### src/rtl/ps2_key_tracker.sv
// ps2_key_tracker: decodes PS/2 set-2 make/break/E0/E1 byte streams, tracks held keys and
// queues shift-aware key events. Define PS2_KEY_TRACKER_REPEAT_EN to also queue typematic repeats.
module ps2_key_tracker #(
  parameter int N_KEYS     = 4,
  parameter int FIFO_DEPTH = 8,
  parameter int CNT_WIDTH  = 8
) (
  input  logic                 clk,
  input  logic                 rst,
  input  logic [7:0]           ps2_data,
  input  logic                 ps2_ready,
  input  logic                 ps2_overflow,
  output logic                 ps2_nextdata_n,
  output logic                 ev_valid,
  input  logic                 ev_ready,
  output logic [18:0]          ev_data,
  output logic [3:0]           held_cnt,
  output logic [CNT_WIDTH-1:0] press_cnt,
  output logic                 tbl_full_err,
  output logic                 ev_drop
);
  localparam int AW = (FIFO_DEPTH > 1) ? $clog2(FIFO_DEPTH) : 1;

  localparam logic [2:0] S_IDLE    = 3'd0;
  localparam logic [2:0] S_EXT     = 3'd1;
  localparam logic [2:0] S_BRK     = 3'd2;
  localparam logic [2:0] S_EXT_BRK = 3'd3;
  localparam logic [2:0] S_SKIP    = 3'd4;

  logic                           nxt_n_q, nxt_n_d, consume;
  logic [7:0]                     byte_q, byte_d;
  logic                           bvld_q, bvld_d;
  logic [2:0]                     state_q, state_d, skip_q, skip_d;
  logic                           ev_gen, ev_rel, ev_ext, ev_rpt;
  logic [N_KEYS-1:0]              tv_q, tv_d, hit_vec, free_oh;
  logic [N_KEYS-1:0][8:0]         tk_q, tk_d;
  logic [8:0]                     key;
  logic                           hit, found;
  logic                           shl_q, shl_d, shr_q, shr_d;
  logic [CNT_WIDTH-1:0]           press_q, press_d;
  logic                           full_err_q, full_err_d, drop_q, drop_d;
  logic [7:0]                     ascii;
  logic [18:0]                    ev_word;
  logic                           push, pop, full, do_push;
  logic [AW-1:0]                  wr_q, wr_d, rd_q, rd_d;
  logic [AW:0]                    cnt_q, cnt_d;
  logic [18:0]                    mem_q [FIFO_DEPTH];
  logic [3:0]                     held_c;

  function automatic logic [7:0] to_ascii(input logic [7:0] sc, input logic up);
    logic [7:0] a;
    a = 8'hFF;
    case (sc)
      8'h45: a = 8'h30; 8'h16: a = 8'h31; 8'h1E: a = 8'h32; 8'h26: a = 8'h33;
      8'h25: a = 8'h34; 8'h2E: a = 8'h35; 8'h36: a = 8'h36; 8'h3D: a = 8'h37;
      8'h3E: a = 8'h38; 8'h46: a = 8'h39;
      8'h1C: a = 8'h61; 8'h32: a = 8'h62; 8'h21: a = 8'h63; 8'h23: a = 8'h64;
      8'h24: a = 8'h65; 8'h2B: a = 8'h66; 8'h34: a = 8'h67; 8'h33: a = 8'h68;
      8'h43: a = 8'h69; 8'h3B: a = 8'h6A; 8'h42: a = 8'h6B; 8'h4B: a = 8'h6C;
      8'h3A: a = 8'h6D; 8'h31: a = 8'h6E; 8'h44: a = 8'h6F; 8'h4D: a = 8'h70;
      8'h15: a = 8'h71; 8'h2D: a = 8'h72; 8'h1B: a = 8'h73; 8'h2C: a = 8'h74;
      8'h3C: a = 8'h75; 8'h2A: a = 8'h76; 8'h1D: a = 8'h77; 8'h22: a = 8'h78;
      8'h35: a = 8'h79; 8'h1A: a = 8'h7A;
      default: a = 8'hFF;
    endcase
    if (up && a >= 8'h61 && a <= 8'h7A) a = a - 8'h20;
    return a;
  endfunction

  // Byte capture: one pop strobe per byte, so the next capture waits a cycle.
  always_comb begin
    consume = ps2_ready & nxt_n_q;
    nxt_n_d = ~consume;
    bvld_d  = consume;
    byte_d  = consume ? ps2_data : byte_q;
  end

  always_comb begin
    state_d = state_q;
    skip_d  = skip_q;
    ev_gen  = 1'b0;
    ev_rel  = 1'b0;
    ev_ext  = 1'b0;
    if (ps2_overflow) begin
      state_d = S_IDLE;
    end else if (bvld_q) begin
      case (state_q)
        S_IDLE: begin
          if (byte_q == 8'hE0)      state_d = S_EXT;
          else if (byte_q == 8'hF0) state_d = S_BRK;
          else if (byte_q == 8'hE1) begin state_d = S_SKIP; skip_d = 3'd7; end
          else                      ev_gen = 1'b1;
        end
        S_EXT: begin
          if (byte_q == 8'hF0) state_d = S_EXT_BRK;
          else begin ev_gen = 1'b1; ev_ext = 1'b1; state_d = S_IDLE; end
        end
        S_BRK:     begin ev_gen = 1'b1; ev_rel = 1'b1; state_d = S_IDLE; end
        S_EXT_BRK: begin ev_gen = 1'b1; ev_rel = 1'b1; ev_ext = 1'b1; state_d = S_IDLE; end
        S_SKIP: begin
          skip_d = skip_q - 3'd1;
          if (skip_q <= 3'd1) state_d = S_IDLE;
        end
        default: state_d = S_IDLE;
      endcase
    end
  end

  // Held table: match on {ext,scan}, new keys take the lowest free slot.
  always_comb begin
    key        = {ev_ext, byte_q};
    hit_vec    = '0;
    free_oh    = '0;
    found      = 1'b0;
    for (int i = 0; i < N_KEYS; i++) begin
      hit_vec[i] = tv_q[i] && (tk_q[i] == key);
      if (!tv_q[i] && !found) begin
        free_oh[i] = 1'b1;
        found      = 1'b1;
      end
    end
    hit        = |hit_vec;
    ev_rpt     = ev_gen & ~ev_rel & hit;
    tv_d       = tv_q;
    tk_d       = tk_q;
    press_d    = press_q;
    full_err_d = 1'b0;
    shl_d      = shl_q;
    shr_d      = shr_q;
    if (ev_gen) begin
      if (ev_rel) begin
        tv_d = tv_q & ~hit_vec;
      end else if (!hit) begin
        if (found) begin
          tv_d = tv_q | free_oh;
          for (int i = 0; i < N_KEYS; i++)
            if (free_oh[i]) tk_d[i] = key;
          if (press_q != '1) press_d = press_q + CNT_WIDTH'(1);
        end else begin
          full_err_d = 1'b1;
        end
      end
      if (!ev_ext && byte_q == 8'h12) shl_d = ~ev_rel;
      if (!ev_ext && byte_q == 8'h59) shr_d = ~ev_rel;
    end
  end

  // Shift flags are the registered values, i.e. before this byte's own update.
  always_comb begin
    ascii   = ev_ext ? 8'hFF : to_ascii(byte_q, shl_q | shr_q);
    ev_word = {ev_rel, ev_ext, ev_rpt, byte_q, ascii};
`ifdef PS2_KEY_TRACKER_REPEAT_EN
    push    = ev_gen;
`else
    push    = ev_gen & ~ev_rpt;
`endif
    pop     = ev_valid & ev_ready;
    full    = (cnt_q == (AW+1)'(FIFO_DEPTH));
    do_push = push & (~full | pop);
    drop_d  = push & full & ~pop;
    wr_d    = do_push ? wr_q + AW'(1) : wr_q;
    rd_d    = pop ? rd_q + AW'(1) : rd_q;
    cnt_d   = cnt_q;
    if (do_push && !pop)      cnt_d = cnt_q + (AW+1)'(1);
    else if (pop && !do_push) cnt_d = cnt_q - (AW+1)'(1);
  end

  always_comb begin
    held_c = '0;
    for (int i = 0; i < N_KEYS; i++) held_c = held_c + {3'b000, tv_q[i]};
  end

  always_ff @(posedge clk or posedge rst) begin
    if (rst) begin
      nxt_n_q    <= 1'b1;
      byte_q     <= '0;
      bvld_q     <= 1'b0;
      state_q    <= S_IDLE;
      skip_q     <= '0;
      tv_q       <= '0;
      tk_q       <= '0;
      shl_q      <= 1'b0;
      shr_q      <= 1'b0;
      press_q    <= '0;
      full_err_q <= 1'b0;
      drop_q     <= 1'b0;
      wr_q       <= '0;
      rd_q       <= '0;
      cnt_q      <= '0;
    end else begin
      nxt_n_q    <= nxt_n_d;
      byte_q     <= byte_d;
      bvld_q     <= bvld_d;
      state_q    <= state_d;
      skip_q     <= skip_d;
      tv_q       <= tv_d;
      tk_q       <= tk_d;
      shl_q      <= shl_d;
      shr_q      <= shr_d;
      press_q    <= press_d;
      full_err_q <= full_err_d;
      drop_q     <= drop_d;
      wr_q       <= wr_d;
      rd_q       <= rd_d;
      cnt_q      <= cnt_d;
    end
  end

  always_ff @(posedge clk) begin
    if (do_push) mem_q[wr_q] <= ev_word;
  end

  assign ps2_nextdata_n = nxt_n_q;
  assign ev_valid       = (cnt_q != '0);
  assign ev_data        = ev_valid ? mem_q[rd_q] : '0;
  assign held_cnt       = held_c;
  assign press_cnt      = press_q;
  assign tbl_full_err   = full_err_q;
  assign ev_drop        = drop_q;
endmodule
### config.mk
export PLATFORM = sky130hd
export DESIGN_NAME = ps2_key_tracker
export DESIGN_NICKNAME = d
export VERILOG_FILES = /design/src/rtl/ps2_key_tracker.sv
export SDC_FILE = /design/constraint.sdc
export NUM_CORES = 1
export LEC_CHECK = 0
export BUFFER_PORTS_ARGS = -buffer_cell sky130_fd_sc_hd__buf_4
export CAP_MARGIN = 0
export CORE_ASPECT_RATIO = 0.7
export CORE_MARGIN = 2
export CORE_UTILIZATION = 50
export DETAILED_ROUTE_END_ITERATION = 10
export PLACE_DENSITY = 0.65
export SLEW_MARGIN = 20
export SYNTH_ARGS = -nofsm -noshare
export SYNTH_HDL_FRONTEND = slang
export SYNTH_SLANG_ARGS = --single-unit
### constraint.sdc
create_clock -name clk -period 13.6 [get_ports clk]
set_input_delay 4.08 -clock clk [delete_from_list [all_inputs] [get_ports clk]]
set_output_delay 4.08 -clock clk [all_outputs]
set_load 0.01 [all_outputs]
## Word-level counts from Yosys, hierarchy flattened

Memories as Yosys holds them, arrays and structs flattened.
Cells that the tools add are included.

- Bits in registers: 78
- RAM bits: 152
- Bits in read-only memories: 896
- Memories: 2

Memory list:

| name | depth | width | read ports | clocked after Yosys merged registers in | write ports | RTL line | RTL |
|---|---|---|---|---|---|---|---|
| (name not given) | 128 | 7 | 1 | 0 | 0 | 53 | `case (sc)` |
| mem_q | 8 | 19 | 1 | 0 | 1 | 47 | `logic [18:0] mem_q [FIFO_DEPTH];` |

- Add/subtract/negate cells: 10
- Order comparisons: 3
- Eq/ne operators: 21
- Multiplexer cells: 47
- Bitwise operators: 21
- Reductions and logical operators: 39

Operators with widths:

| cell | number |
|---|---|
| $eq A9 B9 Y1 | 4 |
| $mux W3 | 9 |
| $reduce_and A5 Y1 | 5 |
| $eq A8 B8 Y1 const B | 3 |
| $mux W1 | 24 |
| $mux W8 | 3 |
| $mux W4 | 5 |
| $mux W19 | 1 |
| $logic_and A1 B1 Y1 | 13 |
| $pmux W3 S3 | 1 |
| $add A8 B1 Y8 const B | 1 |
| $and A1 B1 Y1 | 8 |
| $eq A8 B5 Y1 const B | 1 |
| $eq A8 B7 Y1 const B | 1 |
| $ge A8 B7 Y1 const B | 1 |
| $le A8 B7 Y1 const B | 1 |
| $logic_not A1 Y1 | 8 |
| $ne A2 B2 Y1 const B | 4 |
| $ne A8 B8 Y1 const B | 1 |
| $not A1 Y1 | 8 |
| $reduce_bool A2 Y1 | 4 |
| $sub A8 B6 Y8 const B | 1 |
| $add A3 B1 Y3 const B | 2 |
| $eq A3 B2 Y1 const B | 2 |
| 27 further kinds | 30 |

## Logic depth before layout (Yosys ltp)

- Depth in word-level cells: 16
- Mapped depth: 19
- Depth with buffers taken out: 17

## Least setup slack after synthesis

OpenSTA, ideal clock, no wires.

- Kind: input port to flip-flop
- From: input port ps2_overflow
- To: memory mem_q[1][0] (enable)
- Setup time: 419 ps
- Arrival time: 7170 ps
- Slack: 6011 ps
- Stages: 8
- Buffers on the path: 0
- Cells stage by stage: and4bb_2 o21ai_2 clkinv_2 xnor2_1 a32o_1 o41ai_2 nand3_1 nor3_1

- Cells in the longest elaborated chain, start to end: 10

RTL lines:

| element | RTL line | RTL |
|---|---|---|
| from (decl) | 12 | `input logic ps2_overflow,` |
| $mux W1 * | 84 | `if (ps2_overflow) begin` |
| via ev_ext | 34 | `logic ev_gen, ev_rel, ev_ext, ev_rpt;` |
| $eq A9 B9 Y1 | 116 | `hit_vec[i] = tv_q[i] && (tk_q[i] == key);` |
| $logic_and A1 B1 Y1 | 116 |  |
| $reduce_or A4 Y1 * | 122 | `hit = \|hit_vec;` |
| $and A1 B1 Y1 * | 123 | `ev_rpt = ev_gen & ~ev_rel & hit;` |
| $not A1 Y1 * | 155 | `push = ev_gen & ~ev_rpt;` |
| $and A1 B1 Y1 * | 155 |  |
| $and A1 B1 Y1 * | 159 | `do_push = push & (~full \| pop);` |
| $mux W1 * | 210 | `if (do_push) mem_q[wr_q] <= ev_word;` |
| $mux W1 (not written as such) * | 210 |  |
| to (decl) | 47 |  |

The timed path passes the listed nets; every way through them passes the cells marked *.

## Worst setup path after layout

- From: input port ps2_overflow
- To: register cnt_q[3]

- Cells in the longest elaborated chain, start to end: 11

RTL lines:

| element | RTL line | RTL |
|---|---|---|
| $mux W1 * | 84 |  |
| via ev_ext | 34 |  |
| $eq A9 B9 Y1 | 116 |  |
| $logic_and A1 B1 Y1 | 116 |  |
| $reduce_or A4 Y1 * | 122 |  |
| $and A1 B1 Y1 * | 123 |  |
| $not A1 Y1 * | 155 |  |
| $and A1 B1 Y1 * | 155 |  |
| $and A1 B1 Y1 * | 159 |  |
| via do_push | 44 | `logic push, pop, full, do_push;` |
| $logic_not A1 Y1 | 165 | `else if (pop && !do_push) cnt_d = cnt_q - (AW+1)'(1);` |
| $logic_and A1 B1 Y1 | 165 |  |
| $reduce_bool A2 Y1 (no source line) | n/a |  |
| to (signal assigned) | 205 | `cnt_q <= cnt_d;` |
| to (decl) | 46 | `logic [AW:0] cnt_q, cnt_d;` |

Marks and branches as above.
A chain may end at the register's enable or synchronous reset.

==> run_results.csv <==
group,metric,value,unit
run_status,status,"complete, no violations",
logic_synthesis,yosysWarnings,0,
logic_synthesis,ys_ff_latch,230,
power,p_total,2.15,mW
floorplan,chipWidth,178,um
logic_synthesis,synth-simple-area-share,8.35,%
logic_synthesis,synth_cells,728,
power,swShare,30.3,%
critical_path,crit_arrival,7.57,ns
floorplan,die_area,0.0223,mm^2
global_route,grt.total_usage,20.7,%
clock_network,cts.sinks,230,
global_route,grt_pass1_wl,35600,um
critical_path,critPathSlowestCell,"o41ai_2",
sta,setup-violations-final,0,
power,power_density,179,mW/mm^2
sta,timing.final.crit_share,52.7,%
placed_design,io_buffers,46,
logic_synthesis,synth_mux_area_share,15.3,%
power,p_int,1.50,mW
logic_synthesis,synth_top_cell_area_share,43.2,%
critical_path,r2r_end,"cnt_q[3]$_DFFE_PP0P_",
placed_design,placed_area,0.0113,mm^2
sta,fin_tns_setup,0,ns
critical_path,rrSetupSlack,8.44,ns
clock_network,cts_tree,"yes",
global_route,first_global_vias,6448,
final_layout,fin_util,57.9,%
critical_path,path_cells,"buf_4, and4bb_2, o21ai_2, clkinv_2, xnor2_1, a32o_1, o41ai_2, and2_4, ha_1, inv_1, ha_1, a21o_1, a21oi_1, xnor2_1, nor2_1, xor2_1",
clock_network,cts_made_buffers,23,
logic_synthesis,synthesis.area,0.0106,mm^2
final_layout,fillers,1570,
critical_path,worst_setup_path_start_kind,"input port",
clock_network,ctsHoldBuffers,0,
logic_synthesis,synth-edff-count,152,
logic_synthesis,synth_nets,764,
critical_path,cp_top_family,"compound AO/OA/AOI/OAI gates",
power,p_leak,4.59,nW
sta,tightestPinTransition,1.03,ns
worst_hold_path,hp-start,"press_cnt[7]$_DFFE_PP0P_",
floorplan,start_util,50.9,%
sta,timing.fmax,139,MHz
power,p_seq_share,40.2,%
detailed_routing,post_drt_wl_per_cell,20.9,um
logic_synthesis,synth_seq_area_share,61.7,%
clock_network,postCtsSetupRepairBufs,0,
final_layout,diodes,0,
clock_network,htreeDepth,1,
detailed_routing,first_iter_violations,589,
worst_hold_path,hold_path_depth,1,
floorplan,rows,44,
sta,clock_skew,0.0171,ns
critical_path,worst-path-max-fanout,15,
critical_path,crit_type,"input port to register",
critical_path,worst-path-buf-inv,3,
placed_design,gp_congestion,0.908,
placed_design,hpwl,13900,um
logic_synthesis,synth_cell_type_count,67,
logic_synthesis,synthTopCellsByArea,"edfxtp_1, dfrtp_1, mux4_2, mux2_2, xnor2_1",
final_layout,drive_gt1_share,24.9,%
detailed_routing,wl,22400,um
sta,rsz0062_at_grt,"false",
floorplan,core_area,0.0208,mm^2
logic_synthesis,synth_top_family_by_area,"multiplexers",
logic_synthesis,ys_async_sr_fraction,33.9,%
sta,final-max-slew-violation-count,0,
power,combinationalPowerShare,30.4,%
power,clkPwrFrac,29.3,%
detailed_routing,route.detailed.drc,0,
final_layout,area_growth,13.8,%
logic_synthesis,yosysTopAreaCell,"edfxtp_1",
detailed_routing,vias_per_cell,5.90,
sta,holdWs,0.503,ns
logic_synthesis,synth-compound-area-share,5.08,%
global_route,grt_start_max_net_pins,79,
final_layout,finalInstanceArea,0.0120,mm^2
clock_network,path_clk_slew,0.06,ns
logic_synthesis,avgSynthCellArea,14.5,um^2
logic_synthesis,synth-main-ff-cell,"edfxtp_1",
critical_path,r2r_cells,17,
clock_network,cts_root_buf,"clkbuf_16",
worst_hold_path,min_to,"press_cnt[7]$_DFFE_PP0P_",
sta,slew_headroom,31.3,%
run,max_cap_viol_count,0,
critical_path,crit_path_end_kind,"register",
logic_synthesis,synthAdderAreaFrac,2.87,%
global_route,antenna_found_initial,0,
detailed_routing,ant_nets,0,
critical_path,cpPeakStageDelay,0.55,ns
worst_hold_path,hp-class,"register to register",
detailed_routing,firstDrtPassIters,5,
critical_path,r2r-start,"byte_q[0]$_DFFE_PP0P_",
clock_network,clockBufferDepth,3,
critical_path,required,14.00,ns
clock_network,insertion_delay,0.52,ns
power,switchingPower,0.651,mW
clock_network,post_cts_resized,0,
global_route,grt_overflow,0,
floorplan,io_pins,48,
sta,min_period,7.17,ns
logic_synthesis,synth_xor_area_share,4.23,%
detailed_routing,num_vias,6330,
sta,finalHoldViolations,0,
final_layout,num-nets-final,815,
floorplan,die_h,126,um
power,worst_ir_drop_vdd,0.000109,V
==> state kept, by name (all words and copies together), names as in the netlist, 3 cells and up <==
register,flops
press_cnt,8
rd_q,3
tk_q,36
state_q,3
skip_q,3
tv_q,4
cnt_q,4
byte_q,8
mem_q,152
wr_q,3
==> synthesized netlist by cell type, types with 2 or more instances <==
| library cell | instances |
|---|---|
| mux4_2 | 39 |
| and2_1 | 2 |
| o31ai_1 | 4 |
| o311ai_0 | 2 |
| nand2b_1 | 6 |
| dfrtp_1 | 77 |
| a21oi_1 | 20 |
| o21a_1 | 2 |
| clkbuf_1 | 21 |
| a32oi_1 | 2 |
| mux2i_1 | 26 |
| nor3_1 | 16 |
| inv_1 | 25 |
| xor2_1 | 18 |
| nand3_1 | 18 |
| a22oi_1 | 3 |
| nand4_1 | 9 |
| o211ai_1 | 3 |
| a31oi_1 | 6 |
| o21ai_0 | 20 |
| and3_1 | 2 |
| a21o_1 | 3 |
| ha_1 | 21 |
| buf_2 | 9 |
| and4bb_2 | 2 |
| a32o_1 | 2 |
| nor2b_1 | 5 |
| fa_1 | 2 |
| edfxtp_1 | 152 |
| xnor2_1 | 33 |
| buf_1 | 8 |
| o2111ai_1 | 2 |
| mux2_2 | 42 |
| nand3b_1 | 2 |
| nor3b_1 | 2 |
| nor2_1 | 46 |
| nor4_1 | 7 |
| a41oi_1 | 2 |
| nand4_2 | 2 |
| nand2_1 | 38 |
==> cell type report <==
cell class / instances / area, um^2 / share of cell area [%]
multi-input cells: 432 / 3820 / 31.8
inverters: 27 / 104 / 0.864
flip-flops and latches: 230 / 6520 / 54.2
clock buffers: 28 / 594 / 4.94
clock inverters: 14 / 151 / 1.26
repair buffers: 65 / 492 / 4.09
well taps: 276 / 345 / 2.87
==> metrics by stage <==
stage | std cells | setup WS [ns]
3_3_place_gp | 1030 | 5.98
2_1_floorplan | 728 | 6.01
5_1_grt | 1072 | 6.19
6_report | 1072 | 6.43
4_1_cts | 1072 | 6.39
3_5_place_dp | 1030 | 5.87
==> worst max-delay path by stage <==
stage | end | from | depth (start not counted) | slack [ns]
2_1_floorplan | mem_q[1][0]$_DFFE_PP_ | ps2_overflow | 8 | 6.01
4_1_cts | mem_q[2][0]$_DFFE_PP_ | ps2_overflow | 9 | 6.39
6_report | cnt_q[3]$_DFFE_PP0P_ | ps2_overflow | 16 | 6.43
3_5_place_dp | mem_q[2][0]$_DFFE_PP_ | ps2_overflow | 9 | 5.87
5_1_grt | cnt_q[3]$_DFFE_PP0P_ | ps2_overflow | 16 | 6.19
3_3_place_gp | cnt_q[3]$_DFFE_PP0P_ | ps2_overflow | 16 | 5.98
==> cells in the final DEF (no fill, tap or decap), types with 3 or more instances in the layout <==
cell,n
edfxtp_1,152
dfrtp_1,76
buf_4,64
nor2_1,43
mux2_2,42
mux4_2,39
nand2_1,38
xnor2_1,33
mux2i_1,26
inv_1,24
clkbuf_16,23
ha_1,21
a21oi_1,20
o21ai_0,20
xor2_1,18
nand3_1,18
nor3_1,14
nand4_1,9
nor4_1,6
a31oi_1,6
nand2b_1,6
clkinv_1,6
nor2b_1,5
clkbuf_1,5
o31ai_1,4
a21o_1,3
o211ai_1,3
a22oi_1,3
bufinv_16,3
==> kinds of logic (layout without fill, tap and decap cells) <==
kind of cell | after synthesis | after routing
buf+inv | 66 | 134
mux | 107 | 107
fa+ha+maj | 23 | 23
compound gates | 81 | 81
flops | 230 | 230
xor+xnor | 51 | 51
simple gates | 169 | 169
other cells | 1 | 1
==> metal layers <==
layer | up-vias | wire (um) | GRT usage [%]
met3 | 34 | 1200 | 3.02
met2 | 203 | 10000 | 31.5
li1 | 2845 | - | -
met1 | 3248 | 10700 | 31.7
met5 | - | 0 | 0
met4 | 0 | 456 | 5.06
==> power groups by stage <==
stage               Combinational [mW]  Clock, mW  Sequential (mW)
finish                           0.654      0.631            0.865
global route                     0.717      0.667            0.872
CTS                              0.661      0.642            0.865
detailed placement               0.659          0            0.879
global placement                 0.646          0            0.874
floorplan                        0.443          0            0.873
Power figures use the tool's default switching activity.
